[config.mk]
export PLATFORM = sky130hd
export DESIGN_NAME = ram_loader_flat
export DESIGN_NICKNAME = d
export VERILOG_FILES = /design/src/rtl/ram_loader_pkg.sv /design/src/rtl/ram_loader_if.sv /design/src/rtl/loader_checksum.sv /design/src/rtl/ram_loader.sv /design/src/flat_wrapper.sv
export SDC_FILE = /design/constraint.sdc
export NUM_CORES = 1
export LEC_CHECK = 0
export BUFFER_PORTS_ARGS = -buffer_cell sky130_fd_sc_hd__buf_2
export CORE_UTILIZATION = 59
export CTS_CLUSTER_SIZE = 40
export DETAILED_ROUTE_END_ITERATION = 8
export PLACE_DENSITY = 0.91
export SLEW_MARGIN = 25
export SYNTH_ARGS = -nofsm -noshare
export SYNTH_HDL_FRONTEND = slang
export SYNTH_SLANG_ARGS = --single-unit
[constraint.sdc]
create_clock -name clk -period 4.85 [get_ports clk]
set_clock_uncertainty 0.05 [all_clocks]
set_input_delay 0.97 -clock clk [delete_from_list [all_inputs] [get_ports clk]]
set_output_delay 0.97 -clock clk [all_outputs]
set_load 0.02 [all_outputs]
[src/rtl/ram_loader_pkg.sv]
// Shared types and helpers for the RAM image loader: FSM state encoding, read
// latency of RAM port A, and the rotate-xor checksum fold.
package ram_loader_pkg;

  typedef enum logic [2:0] {
    IDLE,
    WRITE,
    VERIFY,
    DRAIN,
    DONE,
    ERROR
  } loader_state_t;

  // Cycles between presenting a_addr and a_data_out being valid.
  localparam int unsigned RD_LATENCY = 1;

  function automatic logic [31:0] chk_fold(input logic [31:0] chk, input logic [31:0] word);
    return {chk[30:0], chk[31]} ^ word;
  endfunction

endpackage

[src/rtl/ram_loader_if.sv]
// Stream input and RAM port-A bus of the loader. The loader is the master: it
// drives s_ready and the port-A request, and consumes s_valid/s_data/a_data_out.
interface ram_loader_if #(
  parameter int unsigned ADDR_WIDTH = 16
);

  logic                  s_valid;
  logic                  s_ready;
  logic [31:0]           s_data;
  logic                  a_wr_en;
  logic [3:0]            a_wr_strobe;
  logic [ADDR_WIDTH-1:0] a_addr;
  logic [31:0]           a_data_in;
  logic [31:0]           a_data_out;

  modport master (
    input  s_valid,
    input  s_data,
    input  a_data_out,
    output s_ready,
    output a_wr_en,
    output a_wr_strobe,
    output a_addr,
    output a_data_in
  );

  modport slave (
    output s_valid,
    output s_data,
    output a_data_out,
    input  s_ready,
    input  a_wr_en,
    input  a_wr_strobe,
    input  a_addr,
    input  a_data_in
  );

endinterface

[src/rtl/loader_checksum.sv]
// Running checksum accumulator with synchronous clear and fold enable; one
// instance tracks written words, another tracks words read back.
module loader_checksum
  import ram_loader_pkg::*;
(
  input  logic        clk_i,
  input  logic        rst_i,
  input  logic        clr_i,
  input  logic        en_i,
  input  logic [31:0] word_i,
  output logic [31:0] sum_o
);

  logic [31:0] sum_q, sum_d;

  always_comb begin
    sum_d = sum_q;
    if (clr_i) begin
      sum_d = '0;
    end else if (en_i) begin
      sum_d = chk_fold(sum_q, word_i);
    end
  end

  always_ff @(posedge clk_i) begin
    if (rst_i) begin
      sum_q <= '0;
    end else begin
      sum_q <= sum_d;
    end
  end

  assign sum_o = sum_q;

endmodule

[src/rtl/ram_loader.sv]
// Loads a word stream into RAM port A from base_addr, reads the region back,
// and releases the core from reset only when the read-back checksum matches.
module ram_loader
  import ram_loader_pkg::*;
#(
  parameter int unsigned ADDR_WIDTH = 16
) (
  input  logic                  clk,
  input  logic                  reset,
  input  logic                  start,
  input  logic [ADDR_WIDTH-1:0] base_addr,
  input  logic [ADDR_WIDTH-1:0] word_count,
  ram_loader_if.master          bus,
  output logic                  core_reset_n,
  output logic                  busy,
  output logic                  done,
  output logic                  error
);

  loader_state_t state_q, state_d;

  logic [ADDR_WIDTH-1:0] ptr_q, ptr_d;
  logic [ADDR_WIDTH-1:0] cnt_q, cnt_d;
  logic [ADDR_WIDTH-1:0] base_q, base_d;
  logic [ADDR_WIDTH-1:0] count_q, count_d;
  logic [RD_LATENCY-1:0] rd_pipe_q, rd_pipe_d;

  logic        chk_clr;
  logic        wr_fire;
  logic        rd_issue;
  logic        rd_vld;
  logic        last_word;
  logic [31:0] chk_w;
  logic [31:0] chk_r;
  logic [31:0] chk_r_final;

  assign last_word   = (cnt_q == count_q - ADDR_WIDTH'(1));
  assign rd_vld      = rd_pipe_q[RD_LATENCY-1];
  // DRAIN compares against the fold of the last read, which lands in chk_r only at cycle end.
  assign chk_r_final = chk_fold(chk_r, bus.a_data_out);

  always_comb begin
    state_d     = state_q;
    ptr_d       = ptr_q;
    cnt_d       = cnt_q;
    base_d      = base_q;
    count_d     = count_q;
    chk_clr     = 1'b0;
    wr_fire     = 1'b0;
    rd_issue    = 1'b0;
    bus.s_ready = 1'b0;
    bus.a_addr  = '0;

    unique case (state_q)
      IDLE, DONE, ERROR: begin
        if (start) begin
          base_d  = base_addr;
          count_d = word_count;
          ptr_d   = base_addr;
          cnt_d   = '0;
          chk_clr = 1'b1;
          state_d = (word_count == '0) ? DONE : WRITE;
        end
      end

      WRITE: begin
        bus.s_ready = 1'b1;
        bus.a_addr  = ptr_q;
        if (bus.s_valid) begin
          wr_fire = 1'b1;
          if (last_word) begin
            ptr_d   = base_q;
            cnt_d   = '0;
            state_d = VERIFY;
          end else begin
            ptr_d = ptr_q + ADDR_WIDTH'(1);
            cnt_d = cnt_q + ADDR_WIDTH'(1);
          end
        end
      end

      VERIFY: begin
        bus.a_addr = ptr_q;
        rd_issue   = 1'b1;
        ptr_d      = ptr_q + ADDR_WIDTH'(1);
        cnt_d      = cnt_q + ADDR_WIDTH'(1);
        if (last_word) begin
          state_d = DRAIN;
        end
      end

      DRAIN: begin
        state_d = (chk_r_final == chk_w) ? DONE : ERROR;
      end

      default: begin
        state_d = IDLE;
      end
    endcase
  end

  always_comb begin
    rd_pipe_d    = rd_pipe_q << 1;
    rd_pipe_d[0] = rd_issue;
  end

  always_comb begin
    bus.a_wr_en     = wr_fire;
    bus.a_wr_strobe = wr_fire ? 4'hF : 4'h0;
    bus.a_data_in   = wr_fire ? bus.s_data : 32'h0;
    busy            = (state_q == WRITE) || (state_q == VERIFY) || (state_q == DRAIN);
    done            = (state_q == DONE);
    error           = (state_q == ERROR);
    core_reset_n    = (state_q == DONE);
  end

  always_ff @(posedge clk) begin
    if (reset) begin
      state_q   <= IDLE;
      ptr_q     <= '0;
      cnt_q     <= '0;
      base_q    <= '0;
      count_q   <= '0;
      rd_pipe_q <= '0;
    end else begin
      state_q   <= state_d;
      ptr_q     <= ptr_d;
      cnt_q     <= cnt_d;
      base_q    <= base_d;
      count_q   <= count_d;
      rd_pipe_q <= rd_pipe_d;
    end
  end

  loader_checksum u_chk_wr (
    .clk_i  (clk),
    .rst_i  (reset),
    .clr_i  (chk_clr),
    .en_i   (wr_fire),
    .word_i (bus.s_data),
    .sum_o  (chk_w)
  );

  loader_checksum u_chk_rd (
    .clk_i  (clk),
    .rst_i  (reset),
    .clr_i  (chk_clr),
    .en_i   (rd_vld),
    .word_i (bus.a_data_out),
    .sum_o  (chk_r)
  );

endmodule

[src/flat_wrapper.sv]
// flat-port wrapper written by rule: the top's interface ports become plain ports
module ram_loader_flat import ram_loader_pkg::*;
#(
  parameter int unsigned ADDR_WIDTH = 16
)
  (clk, reset, start, base_addr, word_count, core_reset_n, busy, done, error, bus_s_valid, bus_s_data, bus_a_data_out, bus_s_ready, bus_a_wr_en, bus_a_wr_strobe, bus_a_addr, bus_a_data_in);
  ram_loader_if #(.ADDR_WIDTH(ADDR_WIDTH)) bus_i ();
  input  logic clk;
  input  logic reset;
  input  logic start;
  input  logic [ADDR_WIDTH-1:0] base_addr;
  input  logic [ADDR_WIDTH-1:0] word_count;
  output logic core_reset_n;
  output logic busy;
  output logic done;
  output logic error;
  input wire logic [$bits(bus_i.s_valid)-1:0] bus_s_valid;
  input wire logic [$bits(bus_i.s_data)-1:0] bus_s_data;
  input wire logic [$bits(bus_i.a_data_out)-1:0] bus_a_data_out;
  output wire logic [$bits(bus_i.s_ready)-1:0] bus_s_ready;
  output wire logic [$bits(bus_i.a_wr_en)-1:0] bus_a_wr_en;
  output wire logic [$bits(bus_i.a_wr_strobe)-1:0] bus_a_wr_strobe;
  output wire logic [$bits(bus_i.a_addr)-1:0] bus_a_addr;
  output wire logic [$bits(bus_i.a_data_in)-1:0] bus_a_data_in;
  assign bus_i.s_valid = bus_s_valid;
  assign bus_i.s_data = bus_s_data;
  assign bus_i.a_data_out = bus_a_data_out;
  assign bus_s_ready = bus_i.s_ready;
  assign bus_a_wr_en = bus_i.a_wr_en;
  assign bus_a_wr_strobe = bus_i.a_wr_strobe;
  assign bus_a_addr = bus_i.a_addr;
  assign bus_a_data_in = bus_i.a_data_in;
  ram_loader #(.ADDR_WIDTH(ADDR_WIDTH)) u_core (.clk(clk), .reset(reset), .start(start), .base_addr(base_addr), .word_count(word_count), .bus(bus_i), .core_reset_n(core_reset_n), .busy(busy), .done(done), .error(error));
endmodule
# Word level (Yosys, flattened, before mapping)
# Cells that the tools add are included.
# Widths: inputs -> output; s select.
# totals
reg_bits	132
output_inout_bits	58
# op_classes
n_bitwise	2
reduce_logical	11
eq_ne	11
n_mux	24
add_sub_neg	3
# ops
operator	count
$mux 16	7
$pmux 16 s3	2
$xor 32x32->32	2
$add 16x1->16 const B	2
$eq 32x32->1	1
$mux 32	1
$eq 16x16->1	1
$logic_not 16->1	1
$sub 16x1->16 const B	1
$mux 3	5
$pmux 3 s4	1
$mux 1	7
$eq 3x2->1 const B	2
$eq 3x3->1 const B	2
$mux 4	1
$ne 2x1->1 const B	2
$ne 2x2->1 const B	2
$reduce_and 4->1	1
$reduce_or 2->1	2
$eq 3x1->1 const B	1
$logic_not 3->1	1
$reduce_and 3->1	1
$reduce_bool 3->1	1
$reduce_or 3->1	1
2 further kinds	3

# Logic depth before layout (Yosys ltp)
# logic_depth
ltp_word	5
mapped_depth	12
depth_no_buf	10

# Modules after synthesis
# From an unflattened synthesis, not the netlist that was laid out.
# unflattened
hier_cells	936
hier_area_um2	8013.9
# by_module_without_submodules
mod	instances	area_each_um2	seq_area_each_um2	cells_per_inst
ram_loader	1	4968.5	1361.3	656
loader_checksum	2	1522.7	640.6	140

# Worst setup path after synthesis
# OpenSTA, ideal clock, no wires.
# synth_timing
path_kind	input -> output
start	input port bus_s_valid
end	output port bus_a_wr_strobe[0]
path_stages	4
arrival_time_ps	2096
slack_ps	1734
n_path_buf	3
path_cell_list	and2_1 > clkbuf_1 > clkbuf_1 > buf_4
# synth_between
elab_chain_len	3
# synth_lines
element	line	rtl
start: declaration	flat_wrapper.sv:17	input wire logic [$bits(bus_i.s_valid)-1:0] bus_s_valid;
$mux 1	ram_loader.sv:69	if (bus.s_valid) begin
$mux 1	ram_loader.sv:54	unique case (state_q)
via bus_a_wr_en	flat_wrapper.sv:21	output wire logic [$bits(bus_i.a_wr_en)-1:0] bus_a_wr_en;
$mux 4	ram_loader.sv:109	bus.a_wr_strobe = wr_fire ? 4'hF : 4'h0;
end: declaration	flat_wrapper.sv:22	output wire logic [$bits(bus_i.a_wr_strobe)-1:0] bus_a_wr_strobe;
# The timed path passes the listed nets, and every way through them passes these cells.

# Final worst setup path
# layout_timing
start	register u_core.count_q[0]
end	register u_core.ptr_q[4]
# layout_between
elab_chain_len	5
# layout_lines
element	line	rtl
start: declaration	ram_loader.sv:25	logic [ADDR_WIDTH-1:0] count_q, count_d;
start signal: assignment	ram_loader.sv:130	count_q <= count_d;
$sub 16x1->16	ram_loader.sv:37	assign last_word = (cnt_q == count_q - ADDR_WIDTH'(1));
$eq 16x16->1	ram_loader.sv:37	
$mux 16	ram_loader.sv:71	if (last_word) begin
$mux 16	ram_loader.sv:69	
$pmux 16 s3	ram_loader.sv:54	
end signal: assignment	ram_loader.sv:127	ptr_q <= ptr_d;
end: declaration	ram_loader.sv:22	logic [ADDR_WIDTH-1:0] ptr_q, ptr_d;
# Every way passes these cells. The select of a mux whose other input is x is not followed.
# A chain may end at the register's enable or synchronous reset.

==> impl_metrics.py <==
metrics = {
    "status": {
        "status": "complete, no violations",
    },
    "yosys": {
        "synth_enable_flop_cells": 0,
        "avgSynthCellArea_sq_um": 8.24,
        "synth-seq-area-share_pct": 36.3,
        "ys.warnings.count": 0,
        "synth_area_sq_um": 7290,
        "ys_types": 52,
        "async_flop_share_pct": 0,
        "synth_seq_cells": 132,
        "syn_inst": 885,
        "ys.flop_type": "dfxtp_1",
        "synth_nets": 988,
    },
    "critical_path": {
        "r2r-start": "u_core.count_q[0]$_SDFFE_PP0P_",
        "crit_fanout": 16,
        "arrival_ns": 3.84,
        "crit_start": "u_core.count_q[0]$_SDFFE_PP0P_",
        "crit_type": "reg -> reg",
        "slowest_stage": "or4_1",
        "startpoint_type": "register",
        "crit_family": "simple AND/OR/NAND/NOR gates",
        "cp-end-kind": "register",
        "cp_slowest_stage_delay_ns": 0.67,
        "worstPathCellList": "inv_1 > ha_1 > nor3b_1 > and3_1 > o2111ai_1 > a2111o_1 > or4_1 > buf_4 > mux2_4 > a21oi_1 > nor3_1",
        "cp.required_ns": 5.08,
        "critPathBufInv": 2,
    },
    "placement": {
        "gp_congestion": 0.863,
        "hpwl_um": 13000,
        "portBuffers": 157,
        "place_ws_ns": 1.29,
    },
    "floorplan": {
        "die_area_sq_um": 12800,
        "num_rows": 40,
        "die_height_um": 113,
        "io_pins": 158,
        "start_util_pct": 60.7,
        "dieWidth_um": 113,
        "coreArea_sq_um": 12000,
    },
    "timing": {
        "tns_ns": 0,
        "slew_violations": 0,
        "clock.fmax_mhz": 277,
        "rsz0062_at_grt": "false",
        "relSlewSlack_pct": 35.2,
        "min_period_ns": 3.61,
        "finalSetupViolCount": 0,
        "hold_violations": 0,
        "period_share_pct": 74.4,
        "layout_setup_ws_ns": 1.24,
        "worst-slew-pin-transition_ns": 0.963,
    },
    "drt": {
        "post-route-drc-count": 0,
        "routed_via_density": 5.87,
        "antenna_left": 0,
        "routed_wl_um": 19200,
        "avgRoutedWirePerCell_um": 16.4,
        "first_pass_iters": 5,
        "via_count": 6877,
        "drt_iter0_markers": 563,
    },
    "global_routing": {
        "grt_pass1_vias": 6471,
        "grt_pass1_wl_um": 31100,
        "overflow": 0,
        "grt_usage_pct": 30.6,
        "antenna_found_initial": 0,
        "grt_max_degree": 65,
    },
    "clock_tree": {
        "cts_setup_buffers": 0,
        "cts.repair.resized": 0,
        "root_buffer": "clkbuf_16",
        "cts_sinks": 132,
        "clock_path_buffers": 2,
        "tritoncts": "done",
        "cts_inserted_buffers": 17,
        "postCtsHoldBufs": 0,
        "clkTransAtPathRegs_ns": 0.06,
        "clk_latency_ns": 0.43,
        "htree_levels": 4,
    },
    "power_and_ir_drop": {
        "p_leak_nw": 3.57,
        "powerDensity_nw_per_um2": 334,
        "vdd_drop_max_mv": 0.257,
    },
    "layout": {
        "drive_gt1_share_pct": 22.1,
        "final_util_pct": 71.9,
        "multi_input_area_sq_um": 4360,
        "regArea_sq_um": 2650,
        "final_nets": 1114,
        "area_growth_pct": 18.4,
        "nFillCells": 890,
    },
    "min_path": {
        "hold_path.class": "reg -> reg",
        "min_from": "u_core.base_q[4]$_SDFFE_PP0P_",
    },
    "job": {
        "maxCapViolations": 0,
    },
}
==> registers in the layout, summed over array words and instances, names as in the netlist <==
| register | count |
|---|---|
| u_core.base_q | 16 |
| u_core.count_q | 16 |
| u_core.u_chk_rd.sum_o | 32 |
| u_core.rd_pipe_q | 1 |
| u_core.ptr_q | 16 |
| u_core.cnt_q | 16 |
| u_core.u_chk_wr.sum_o | 32 |
| u_core.state_q | 3 |
==> Yosys cell counts, types with 2 or more instances <==
master | number | area, sq um
nor4_1 | 11 | 68.8
a32oi_1 | 2 | 17.5
nor3_1 | 23 | 115
or2_2 | 3 | 18.8
a211o_1 | 2 | 17.5
buf_1 | 8 | 30.0
o22ai_1 | 3 | 18.8
a21o_1 | 2 | 15.0
or4_1 | 2 | 15.0
nand2_1 | 92 | 345
buf_4 | 6 | 45.0
ha_1 | 3 | 37.5
mux2_4 | 10 | 150
and4_1 | 2 | 17.5
dfxtp_1 | 132 | 2640
nand4b_1 | 2 | 17.5
xor2_1 | 51 | 447
nand3_1 | 14 | 70.1
inv_1 | 7 | 26.3
o21a_1 | 2 | 15.0
nor2b_1 | 19 | 119
and2_1 | 4 | 25.0
nor3b_1 | 2 | 15.0
mux2_2 | 2 | 22.5
buf_6 | 4 | 45.0
a221o_1 | 10 | 100
a211oi_1 | 52 | 390
a21oi_1 | 54 | 270
a311oi_1 | 4 | 35.0
a222oi_1 | 2 | 20.0
mux2i_1 | 15 | 150
o211ai_1 | 3 | 22.5
o31ai_1 | 3 | 22.5
and3_1 | 37 | 231
xnor2_1 | 86 | 753
nand2b_1 | 5 | 31.3
clkbuf_1 | 43 | 161
nand4_1 | 14 | 87.6
nor2_1 | 125 | 469
o21ai_0 | 12 | 60.1
==> layout make-up <==
class,instances,area share (%)
antenna,1,0.0290
clock buffer,18,5.09
clock inverter,14,1.23
inverter,7,0.304
multi-input combinational,685,50.5
sequential,132,30.7
tap,147,2.13
timing repair buffer,168,10.1
==> through the flow <==
step / instance area (sq um) / total power, W / instances / hold WS, ns
2_1_floorplan: 7290 / 0.00156 / 885 / 0.384
3_3_place_gp: 8080 / 0.00171 / 1139 / 0.392
3_5_place_dp: 8080 / 0.00172 / 1139 / 0.400
4_1_cts: 8630 / 0.00288 / 1171 / 0.408
5_1_grt: 8630 / 0.00300 / 1171 / 0.431
6_report: 8630 / 0.00288 / 1172 / 0.405
==> per-layer routing <==
metal | global-route usage, % | share of wire, % | vias up
li1 | - | - | 3334
met3 | 5.46 | 6.2 | 43
met5 | 0 | 0 | -
met2 | 49.5 | 47 | 281
met1 | 40.3 | 45 | 3219
met4 | 13.0 | 2.5 | 0
==> power by group <==
part | internal, W | leakage [nW] | switching [W]
Clock | 0.000670 | 0.264 | 0.000506
Sequential | 0.00113 | 1.08 | 0.0000611
Combinational | 0.000215 | 2.23 | 0.000298
Total | 0.00202 | 3.57 | 0.000865
==> path summary, 6_finish.rpt <==
kind / end / cells past startpoint / slack (ns)
min reg2reg: u_core.base_q[4]$_SDFFE_PP0P_ / 2 / 0.40
max reg2reg: u_core.ptr_q[4]$_SDFFE_PP0P_ / 11 / 1.24
min: u_core.base_q[4]$_SDFFE_PP0P_ / 2 / 0.40
max: u_core.ptr_q[4]$_SDFFE_PP0P_ / 11 / 1.24
==> cell usage in the layout, fill, tap and decap left out, drive strengths merged, types with 3 or more instances in the layout <==
master / instances
o22ai: 3
clkinv: 8
clkbuf: 18
and2: 5
nand3: 14
a21oi: 54
o21ai: 13
nor2: 125
mux2i: 15
xnor2: 86
nand2: 92
dfxtp: 132
a311oi: 4
nor3: 23
or4: 3
a221o: 10
nand2b: 5
inv: 10
o211ai: 3
nor4: 12
mux2: 12
or2: 3
o31ai: 3
a211oi: 52
nand4: 14
ha: 3
xor2: 51
and3: 37
nor2b: 19
clkinvlp: 3
buf: 168
==> tightest hold or removal path: stages (launching register included) <==
cell and delay [ns]:
dfxtp_1 0.31, nand2_1 0.05, a21oi_1 0.05
==> kinds of logic after synthesis <==
group                      after synthesis  share of synthesized area (%)
and+or+nand+nor                        359                           23.3
AOI/OAI and AO/OA                      159                           14.8
xor gates and xnor gates               137                           16.5
DFF                                    132                           36.3
buffers and inverters                   68                           4.22
muxes                                   27                           4.43
adders and majority gates                3                          0.515
(Power assumes the default switching activity.)
